[config.mk]
export PLATFORM = sky130hd
export DESIGN_NAME = noc_local_inject_arbiter
export DESIGN_NICKNAME = d
export VERILOG_FILES = /design/src/rtl/noc_local_inject_arbiter_pkg.sv /design/src/rtl/noc_local_inject_arbiter_rr.sv /design/src/rtl/noc_local_inject_arbiter.sv
export SDC_FILE = /design/constraint.sdc
export NUM_CORES = 1
export LEC_CHECK = 0
export CAP_MARGIN = 40
export CORE_MARGIN = 4
export CORE_UTILIZATION = 65
export DETAILED_ROUTE_END_ITERATION = 7
export DONT_BUFFER_PORTS = 1
export MAX_ROUTING_LAYER = met4
export PLACE_DENSITY_LB_ADDON = 0.15
export RECOVER_POWER = 25
export SYNTH_ARGS = -nofsm -noshare
export SYNTH_HDL_FRONTEND = slang
export SYNTH_SLANG_ARGS = --single-unit
[constraint.sdc]
create_clock -name noc_clk -period 6.85 [get_ports noc_clk]
set_clock_uncertainty 0.2 [all_clocks]
set_input_delay 1.37 -clock noc_clk [delete_from_list [all_inputs] [get_ports noc_clk]]
set_output_delay 1.37 -clock noc_clk [all_outputs]
set_load 0.005 [all_outputs]
[src/rtl/noc_local_inject_arbiter_pkg.sv]
// Shared definitions for the NoC local-port inject arbiter.
// State encodings and counter width used by the top and its tests.
package noc_local_inject_arbiter_pkg;

  localparam int NOC_DATA_W = 32;
  localparam int PKT_CNT_W  = 16;

  typedef enum logic {
    NOC_ARB_IDLE   = 1'b0,
    NOC_ARB_LOCKED = 1'b1
  } noc_arb_state_e;

endpackage

[src/rtl/noc_local_inject_arbiter_rr.sv]
// Combinational round-robin pick: first set request at or after ptr.
// Kept generic so router VC arbitration can reuse it.
module noc_local_inject_arbiter_rr #(
  parameter int NUM_REQ = 4,
  parameter int IDX_W   = $clog2(NUM_REQ)
) (
  input  logic [NUM_REQ-1:0] req,
  input  logic [IDX_W-1:0]   ptr,
  output logic [NUM_REQ-1:0] grant,
  output logic [IDX_W-1:0]   grant_idx,
  output logic               any
);

  logic [IDX_W-1:0] j;

  always_comb begin
    grant     = '0;
    grant_idx = '0;
    any       = 1'b0;
    j         = '0;
    for (int k = 0; k < NUM_REQ; k++) begin
      j = IDX_W'((int'(ptr) + k) % NUM_REQ);
      if (!any && req[j]) begin
        grant[j]  = 1'b1;
        grant_idx = j;
        any       = 1'b1;
      end
    end
  end

endmodule

[src/rtl/noc_local_inject_arbiter.sv]
// Packet-granular round-robin sharing of one router local input port.
// Holds the arbitration FSM, round-robin pointer and one output flit stage.
module noc_local_inject_arbiter
  import noc_local_inject_arbiter_pkg::*;
#(
  parameter int NUM_REQ = 4,
  parameter int DATA_W  = NOC_DATA_W
) (
  input  logic                        noc_clk,
  input  logic                        noc_rst,
  input  logic [NUM_REQ-1:0]          req_valid,
  output logic [NUM_REQ-1:0]          req_ready,
  input  logic [NUM_REQ*DATA_W-1:0]   req_flit,
  input  logic [NUM_REQ-1:0]          req_is_header,
  input  logic [NUM_REQ-1:0]          req_is_tail,
  output logic                        out_valid,
  input  logic                        out_ready,
  output logic [DATA_W-1:0]           out_flit,
  output logic                        out_is_header,
  output logic                        out_is_tail,
  output logic [$clog2(NUM_REQ)-1:0]  owner,
  output logic                        busy,
  output logic                        protocol_err,
  output logic [PKT_CNT_W-1:0]        pkt_count
);

  localparam int IDX_W = $clog2(NUM_REQ);

  noc_arb_state_e state;

  logic [IDX_W-1:0]   rr_ptr;
  logic [IDX_W-1:0]   arb_idx;
  logic [IDX_W-1:0]   sel_idx;
  logic [IDX_W-1:0]   ptr_nxt;
  logic [NUM_REQ-1:0] cand;
  logic [NUM_REQ-1:0] arb_grant;
  logic [NUM_REQ-1:0] lock_grant;
  logic [NUM_REQ-1:0] grant;
  logic [NUM_REQ-1:0] fire;
  logic               arb_any;
  logic               load_en;
  logic               xfer;
  logic               sel_hdr;
  logic               sel_tail;
  logic               gap;
  logic [DATA_W-1:0]  flit_arr [NUM_REQ];

  assign cand = req_valid & req_is_header;

  noc_local_inject_arbiter_rr #(
    .NUM_REQ (NUM_REQ),
    .IDX_W   (IDX_W)
  ) u_rr (
    .req       (cand),
    .ptr       (rr_ptr),
    .grant     (arb_grant),
    .grant_idx (arb_idx),
    .any       (arb_any)
  );

  always_comb begin
    for (int i = 0; i < NUM_REQ; i++) begin
      flit_arr[i] = req_flit[i*DATA_W +: DATA_W];
    end
  end

  assign lock_grant = NUM_REQ'(1) << owner;

  // gap blocks arbitration for the cycle right after a locked tail
  always_comb begin
    grant   = '0;
    sel_idx = owner;
    unique case (1'b1)
      (state == NOC_ARB_LOCKED): begin
        grant = lock_grant;
      end
      (state == NOC_ARB_IDLE && !gap && arb_any): begin
        grant   = arb_grant;
        sel_idx = arb_idx;
      end
      default: ;
    endcase
  end

  assign load_en   = !out_valid | out_ready;
  assign req_ready = (load_en && !noc_rst) ? grant : '0;
  assign fire      = req_valid & req_ready;
  assign xfer      = |fire;
  assign sel_hdr   = req_is_header[sel_idx];
  assign sel_tail  = req_is_tail[sel_idx];
  assign busy      = (state == NOC_ARB_LOCKED);

  assign ptr_nxt = (arb_idx == IDX_W'(NUM_REQ - 1)) ?
                   '0 : arb_idx + 1'b1;

  always_ff @(posedge noc_clk) begin
    if (noc_rst) begin
      state         <= NOC_ARB_IDLE;
      rr_ptr        <= '0;
      owner         <= '0;
      gap           <= 1'b0;
      out_valid     <= 1'b0;
      out_flit      <= '0;
      out_is_header <= 1'b0;
      out_is_tail   <= 1'b0;
      protocol_err  <= 1'b0;
      pkt_count     <= '0;
    end else begin
      if (load_en) begin
        out_valid <= xfer;
        if (xfer) begin
          out_flit      <= flit_arr[sel_idx];
          out_is_header <= sel_hdr;
          out_is_tail   <= sel_tail;
        end
      end
      gap <= 1'b0;
      if (state == NOC_ARB_IDLE &&
          |(req_valid & ~req_is_header)) begin
        protocol_err <= 1'b1;
      end
      unique case (state)
        NOC_ARB_IDLE: begin
          if (xfer) begin
            owner  <= arb_idx;
            rr_ptr <= ptr_nxt;
            if (sel_tail) begin
              pkt_count <= pkt_count + 1'b1;
            end else begin
              state <= NOC_ARB_LOCKED;
            end
          end
        end
        NOC_ARB_LOCKED: begin
          if (xfer && sel_tail) begin
            state     <= NOC_ARB_IDLE;
            gap       <= 1'b1;
            pkt_count <= pkt_count + 1'b1;
          end
        end
        default: ;
      endcase
    end
  end

endmodule
== Word level (Yosys, flattened, before mapping) ==
Cells that the tools add are included.

* Add/sub/neg operators: 5
* Magnitude comparators: 10
* Eq/ne operators: 4
* Shift-type cells: 1
* Multiplexer cells: 48
* Bitwise gates (word level): 10
* Reductions and logical operators: 24

{| class="wikitable"
|+ Operators with widths
! kind !! number
|-
| $bmux W32 S2 || 1
|-
| $mux W32 || 2
|-
| $mux W16 || 3
|-
| $pmux W16 S2 || 1
|-
| $mux W4 || 5
|-
| $mux W1 || 18
|-
| $add A16 B1 Y16 const B || 1
|-
| $lt A2 B3 Y1 const B || 5
|-
| $and A4 B4 Y4 || 3
|-
| $bmux W1 S2 || 6
|-
| $logic_and A1 B1 Y1 || 12
|-
| $mux W2 || 6
|-
| $or A4 B4 Y4 || 3
|-
| $demux W1 S2 || 4
|-
| $ge A2 B1 Y1 const B || 4
|-
| $pmux W4 S2 || 1
|-
| $reduce_or A4 Y1 || 2
|-
| $logic_not A1 Y1 || 6
|-
| $add A2 B1 Y2 const B || 2
|-
| $add A2 B2 Y2 const B || 2
|-
| $ne A2 B2 Y1 const B || 2
|-
| $not A4 Y4 || 1
|-
| $reduce_and A2 Y1 || 2
|-
| $shl A1 B2 Y4 const A || 1
|-
| 9 further kinds || 9
|}

* Flip-flop bits (word level): 58
* Output and inout port bits: 59

== Depth between registers and ports, before layout ==
Gate-level depths: netlist (run 1).

* Depth in word-level cells: 21
* Gate-level depth with buffers: 15
* Gate-level depth less buffers: 10

== By module ==
From an unflattened synthesis (run 1), not the netlist that was laid out.

* Cell total of the unflattened synthesis: 396
* Area, all modules: 3,865.0 um^2

{| class="wikitable"
|+ Modules (own cells, without submodules)
! module !! instances !! cells an instance !! area each (um^2)
|-
| noc_local_inject_arbiter || 1 || 351 || 3,445.8
|-
| noc_local_inject_arbiter_rr || 1 || 45 || 419.2
|}

== Worst setup path after synthesis (run 1) ==
No wires, ideal clock.

* Kind: input port to output port
* Start: input req_is_header[0]
* End: output req_ready[0]
* Data arrival time: 3.058 ns
* Required time: 5.280 ns
* Setup slack: 2.222 ns
* Stages: 7
* Buffers on the path: 1
* Cell sequence: and4b_1 > or4_1 > buf_2 > o311ai_0 > a22oi_1 > o32a_1 > nor3_1

* Longest elaborated chain between the ends: 16

{| class="wikitable"
|+ RTL lines
! item !! line !! source
|-
| from (decl) || noc_local_inject_arbiter.sv:14 || <nowiki>input logic [NUM_REQ-1:0] req_is_header,</nowiki>
|-
| $and A4 B4 Y4 (*) || noc_local_inject_arbiter.sv:48 || <nowiki>assign cand = req_valid & req_is_header;</nowiki>
|-
| $bmux W1 S2 || noc_local_inject_arbiter_rr.sv:23 || <nowiki>if (!any && req[j]) begin</nowiki>
|-
| $mux W1 (implied by the code) || noc_local_inject_arbiter_rr.sv:23 ||
|-
| $mux W1 || noc_local_inject_arbiter_rr.sv:23 ||
|-
| $logic_not A1 Y1 || noc_local_inject_arbiter_rr.sv:23 ||
|-
| $logic_and A1 B1 Y1 || noc_local_inject_arbiter_rr.sv:23 ||
|-
| $mux W1 || noc_local_inject_arbiter_rr.sv:23 ||
|-
| $logic_not A1 Y1 || noc_local_inject_arbiter_rr.sv:23 ||
|-
| $logic_and A1 B1 Y1 || noc_local_inject_arbiter_rr.sv:23 ||
|-
| $mux W1 || noc_local_inject_arbiter_rr.sv:23 ||
|-
| $logic_not A1 Y1 || noc_local_inject_arbiter_rr.sv:23 ||
|-
| $logic_and A1 B1 Y1 || noc_local_inject_arbiter_rr.sv:23 ||
|-
| $mux W1 || noc_local_inject_arbiter_rr.sv:23 ||
|-
| $logic_and A1 B1 Y1 || noc_local_inject_arbiter.sv:77 || <nowiki>(state == NOC_ARB_IDLE && !gap && arb_any): begin</nowiki>
|-
| $pmux W4 S2 (*) || noc_local_inject_arbiter.sv:73 || <nowiki>unique case (1'b1)</nowiki>
|-
| $mux W4 (*) || noc_local_inject_arbiter.sv:86 || <nowiki>assign req_ready = (load_en && !noc_rst) ? grant : '0;</nowiki>
|-
| to (decl) || noc_local_inject_arbiter.sv:12 || <nowiki>output logic [NUM_REQ-1:0] req_ready,</nowiki>
|}

Mark *: on every way between the ends. The rest lies on a longest branch, timed or not. The select of a mux whose other input is x is not followed.

==> metrics.txt, run 1 <==
status=finished clean; CORE AREA=5991 µm²; P_leak=1.856 nW; Max-cap violations=0; Detail Route Antenna Nets=0; CTS root buf=clkbuf_8; post-synthesis register bit count=58; Power Density=374.9 nW/µm²; unrepaired setup endpoints after global routing=no; Mapped Nets=610; Final #Nets=588; final hold violations=0; wire per inst=21.70 µm; Slowest cell on crit path=mux4_2; worst-path maximum fanout=28; Final period util=0.7888; Die Ht=87.07 µm; Setup crit start kind=flop; Final Util=0.7072; HP Class=flop to flop; clock slew at reported path FFs=70 ps; CP max stage delay=840 ps; Post-Place Cells=500; pin count of the biggest net entering global routing=48; Post-Syn Area per Cell=8.873 µm²; Final Power=1.588 mW; Worst R2R End=pkt_count[12]; hold endpoint=out_flit[8]; Pre-antenna DRT Iters=5; final slew viol count=0; share of cells above drive strength 1=0.1587; initial antenna violation count=0; CP Capture Type=flop; async set-reset flop share out of synthesis=0; Tightest Pin Transition=878.6 ps; R2R cell count=10; Hold Startpoint=out_flit[8]; Netlist cell types=58; Filler Cell Count=482; crit-path cells=inv_2, ha_1, and4b_1, or4_1, a221oi_1, a211oi_2, nor2_4, mux4_2, or4_1, a21oi_1; Post-CTS Setup Bufs=0; starting density of the core=0.6784; hold buffer count at cts=0; total congestion overflow=0; Mapped Cells=458; Die ar.=7581 µm²; sequential area share after synthesis=0.2857; Setup Crit Path Kind=flop to flop; number of port buffers=0; Fmax achieved=185.1 MHz; yosys warns=0; Crit path required time=6920 ps; synthesized cell area=4064 µm²; Tmin final=5403 ps; CTS max path bufs=2; vias per inst=7.016; vias in the first global route=3414; setup TNS=0 ps; CTS tree=yes; Final Setup Violations=0; predominant post-synthesis flop cell=dfxtp_1; Final HPWL DP=8503 µm; post-CTS sizing=0; peak supply drop=324.2 µV; post-route insts no fill=516; routability-driven placement congestion ratio=1.016; clk_lat worst skew=330 ps; Rows=28; DRC viols=0; Num CTS Buffers=9; io pins=202; # diodes=0; WHS Path Cells=2; H-tree Lvls=3; first-pass GRT wire length=17080 µm; EDFF count, synth=0; Hold WS=282.5 ps; clk sinks=58; Worst EP arrival=5470 ps; 1st-iter DRT viols=247; gr usage total=0.2976; most frequent CP cell=or4_1; r2r setup slk=1450 ps; P&R area growth vs syn=4.249%; via count=3620; worst rel slew slack=0.4129; drt total wl=11200 µm; DIE WIDTH=87.07 µm
==> registers in the layout, indices dropped and copies added, names as in the netlist, named ones only <==
signal	cells
protocol_err	1
pkt_count	16
owner	2
out_is_tail	1
out_flit	32
rr_ptr	1
out_is_header	1
out_valid	1
gap	1
==> cell usage in the layout, fill, tap and decap left out, drive strengths merged, types with 11 or more instances in the layout <==
| master | Yosys | routed |
|---|---|---|
| mux2i | 67 | 67 |
| dfxtp | 58 | 58 |
| nand3 | 43 | 43 |
| o21ai | 38 | 38 |
| mux2 | 34 | 34 |
| nand2 | 17 | 17 |
| a21oi | 17 | 17 |
| inv | 15 | 16 |
| nor2 | 11 | 11 |
==> stage by stage <==
stage,worst slack (ps),instance area (µm²)
floorplan,2222,4064
global placement,1633,4058
detailed placement,1504,4058
CTS,1476,4237
global route,1106,4237
finish,1447,4237
==> critical path: cells and delay by family (launching register included) <==
family,cells,cell delay (ps)
muxes,1,840
AOI/OAI and AO/OA,3,710
buffers and inverters,1,180
adders and majority gates,1,500
and+or+nand+nor,4,2210
DFF,1,670
==> metal layers <==
| metal | vias to the layer above | track usage | part of all wire |
|---|---|---|---|
| met5 | - | - | 0 |
| met4 | 0 | 0.1076 | 0.027 |
| met1 | 1687 | 0.3459 | 0.38 |
| met3 | 31 | 0.1031 | 0.096 |
| li1 | 1704 | - | - |
| met2 | 198 | 0.4755 | 0.49 |
==> cell families after synthesis <==
group / after synthesis / synth area share
AO/OA/AOI/OAI: 104 / 0.1718
buffers and inverters: 52 / 0.05203
XOR/XNOR: 1 / 0.002156
AND/OR/NAND/NOR: 128 / 0.1727
multiplexers: 106 / 0.2879
flip-flops: 58 / 0.2857
adder cells (fa/ha/maj): 9 / 0.02771
==> area by class of cell <==
class | count | area (µm²) | share of cell area
inverter | 15 | 56.30 | 0.01329
clock inverter | 6 | 41.29 | 0.009746
sequential | 58 | 1161 | 0.2741
tap | 75 | 93.84 | 0.02215
multi-input combinational | 348 | 2716 | 0.6412
clock buffer | 10 | 137.6 | 0.03249
timing repair buffer | 4 | 30.03 | 0.007088
==> worst max-delay path by stage <==
stage | startpoint | endpoint | depth (start not counted)
after floorplan | req_is_header[0] | req_ready[0] | 7
after global placement | req_is_header[0] | pkt_count[11] | 8
after detailed placement | flop | pkt_count[14] | 10
after CTS | flop | pkt_count[12] | 10
after global routing | flop | pkt_count[14] | 10
final | flop | pkt_count[12] | 10
==> synth_stat cells, drive strengths merged, types with 3 or more instances <==
cell type	number	area share
and2	8	0.012
inv	15	0.014
nand3	43	0.053
o41ai	6	0.017
dfxtp	58	0.29
o31ai	9	0.017
or2	7	0.011
nor3	6	0.0074
a22oi	7	0.013
ha	9	0.028
mux2i	67	0.17
mux4	5	0.028
nor2	11	0.011
a211oi	3	0.0068
and3	6	0.0092
nand2	17	0.016
o21ai	38	0.047
buf	13	0.016
a21oi	17	0.021
or4	10	0.018
o311ai	6	0.013
nand4	9	0.014
clkbuf	24	0.022
mux2	34	0.095
==> where the power goes <==
group	leakage (nW)	switching (mW)	internal [mW]
Sequential	0.474	0.101	0.431
Combinational	1.30	0.419	0.349
Clock	0.0847	0.147	0.141
Total	1.86	0.667	0.921
(Power assumes the default switching activity.)
==> inputs of run 2 (changes only) <==
--- a/config.mk
+++ b/config.mk
@@ -7,7 +7,7 @@
 export LEC_CHECK = 0
 export CAP_MARGIN = 40
 export CORE_MARGIN = 4
-export CORE_UTILIZATION = 65
+export CORE_UTILIZATION = 58
 export DETAILED_ROUTE_END_ITERATION = 7
 export DONT_BUFFER_PORTS = 1
 export MAX_ROUTING_LAYER = met4
==> constraint.sdc (replaced) <==
create_clock -name noc_clk -period 4.6 [get_ports noc_clk]
set_clock_uncertainty 0.2 [all_clocks]
set_input_delay 0.92 -clock noc_clk [delete_from_list [all_inputs] [get_ports noc_clk]]
set_output_delay 0.92 -clock noc_clk [all_outputs]
set_load 0.005 [all_outputs]
==> metrics.txt, run 2 (synthesis gave the netlist of run 1 again) <==
status=finished clean; H-tree Lvls=3 (unchanged); starting density of the core=0.5982 (-0.08020); Setup crit start kind=flop; CTS tree=yes; vias in the first global route=3474 (+1.8%); r2r setup slk=250 ps (-1200 ps); final hold violations=0 (unchanged); Detail Route Antenna Nets=0 (unchanged); 1st-iter DRT viols=199 (-19%); peak supply drop=319.5 µV (-1.4%); Final Setup Violations=0 (unchanged); P&R area growth vs syn=8.036%; DRC viols=0 (unchanged); io pins=202 (unchanged); footprint of the multi-input gates=2743 µm² (+0.97%); Tmin final=4420 ps; Worst R2R End=pkt_count[12]; Hold WS=278.4 ps (-4.178 ps); WHS Path Cells=2 (unchanged); Place WS=195.0 ps (-1309 ps); CTS max path bufs=2 (unchanged); drt total wl=11500 µm (+2.7%); CP Capture Point=req_ready[2]; CTS root buf=clkbuf_8; total congestion overflow=0 (unchanged); Post-Place Cells=525 (+5.0%); number of port buffers=0 (unchanged); Pre-antenna DRT Iters=4 (-1); Tightest Pin Transition=658.5 ps (-220.1 ps); Power Density=567.4 nW/µm² (+51%); CP Capture Type=output port; Worst EP arrival=3300 ps (-2170 ps); Biggest register=out_flit; initial antenna violation count=0 (unchanged); pin count of the biggest net entering global routing=67 (+40%); Final HPWL DP=8539 µm (+0.42%); CORE AREA=6794 µm² (+13%); gr usage total=0.2670 (-0.03068); Die ar.=8410 µm² (+11%); unrepaired setup endpoints after global routing=no; Max-cap violations=0 (unchanged); Filler Cell Count=594 (+23%); wire per inst=21.22 µm (-2.2%); Final #Nets=593 (+0.85%); Post-CTS Setup Bufs=0 (unchanged); Final Util=0.6462 (-0.06096); Die Ht=91.71 µm (+5.3%); Final period util=0.9608; P_leak=1.925 nW (+3.7%); hold buffer count at cts=0 (unchanged); vias per inst=6.633 (-5.5%); Num CTS Buffers=9 (unchanged); register area=1161 µm² (unchanged); worst rel slew slack=0.5601 (+0.1472); Rows=30 (+7.1%); routability-driven placement congestion ratio=0.9354 (-7.9%); post-CTS sizing=0 (unchanged); Setup crit start=rr_ptr[1]; clk sinks=58 (unchanged); most frequent cells in the layout=66 x mux2i_1, 58 x dfxtp_1, 43 x nand3_1; max reg flops=32 (unchanged); Fmax achieved=226.3 MHz; crit-path cells=inv_1, ha_1, and4b_1, or4_1, o311ai_0, a22oi_1, o22ai_1, and2_1; setup TNS=0 ps (unchanged); # diodes=0 (unchanged); clock slew at reported path FFs=60 ps (about the same); worst setup margin=180.3 ps (-1266 ps); Largest regs=out_flit: 32 flops, pkt_count: 16 flops, owner: 2 flops; Crit path required time=3480 ps (-3440 ps); DIE WIDTH=91.71 µm (+5.3%); worst-path maximum fanout=7 (-75%); HP Class=flop to flop; share of cells above drive strength 1=0.1637 (+0.004947); Setup Crit Path Kind=flop to output port; Slowest cell on crit path=or4_1; final slew viol count=0 (unchanged); commonest non-fill, non-tap cell in the layout=mux2i_1; Worst R2R Start=rr_ptr[1]; first-pass GRT wire length=17640 µm (+3.3%); via count=3595 (-0.69%); R2R cell count=10 (unchanged); CP max stage delay=670 ps (-170 ps); post-route insts no fill=542 (+5.0%); clk_lat worst skew=330 ps (about the same)
## run 2: worst min path at each step
stage	from	to	slack (ps)
floorplan	out_flit[0]	out_flit[0]	250
global route	out_flit[30]	out_flit[30]	310
detailed placement	out_flit[30]	out_flit[30]	270
global placement	out_flit[24]	out_flit[24]	270
finish	out_flit[6]	out_flit[6]	280
CTS	out_flit[6]	out_flit[6]	280
## run 2: cell type report
class / instances / area share
flip-flops and latches: 58 / 0.2645
well taps: 96 / 0.02736
clock inverters: 4 / 0.01140
repair buffers: 8 / 0.02394
inverters: 15 / 0.01282
clock buffers: 12 / 0.03534
multi-input cells: 349 / 0.6247
## run 2: stage by stage
stage | power [mW] | cell area, µm²
global placement | 1.946 | 4131
detailed placement | 1.998 | 4159
finish | 2.491 | 4390
floorplan | 1.735 | 4064
CTS | 2.488 | 4364
global route | 2.665 | 4390
## run 2: critical path, delay by kind of cell (launching register included)
kind	cells	cell delay, ps
AND/OR/NAND/NOR	3	1090
buffers and inverters	1	180
AO/OA/AOI/OAI	3	880
flip-flops	1	450
adder cells (fa/ha/maj)	1	380
## run 2: power by group
part | internal [mW] | switching (mW)
clock | 0.279 | 0.209
sequential | 0.642 | 0.138
combinational | 0.577 | 0.646
total | 1.50 | 0.992
## run 2: layer usage
metal / track usage / share of wire / routed length (µm) / vias to the layer above
li1: - / - / - / 1719
met4: 0.08045 / 0.015 / 178 / 0
met3: 0.08368 / 0.081 / 937 / 14
met2: 0.4474 / 0.51 / 5856 / 166
met5: - / 0 / 0 / -
met1: 0.3066 / 0.39 / 4531 / 1696
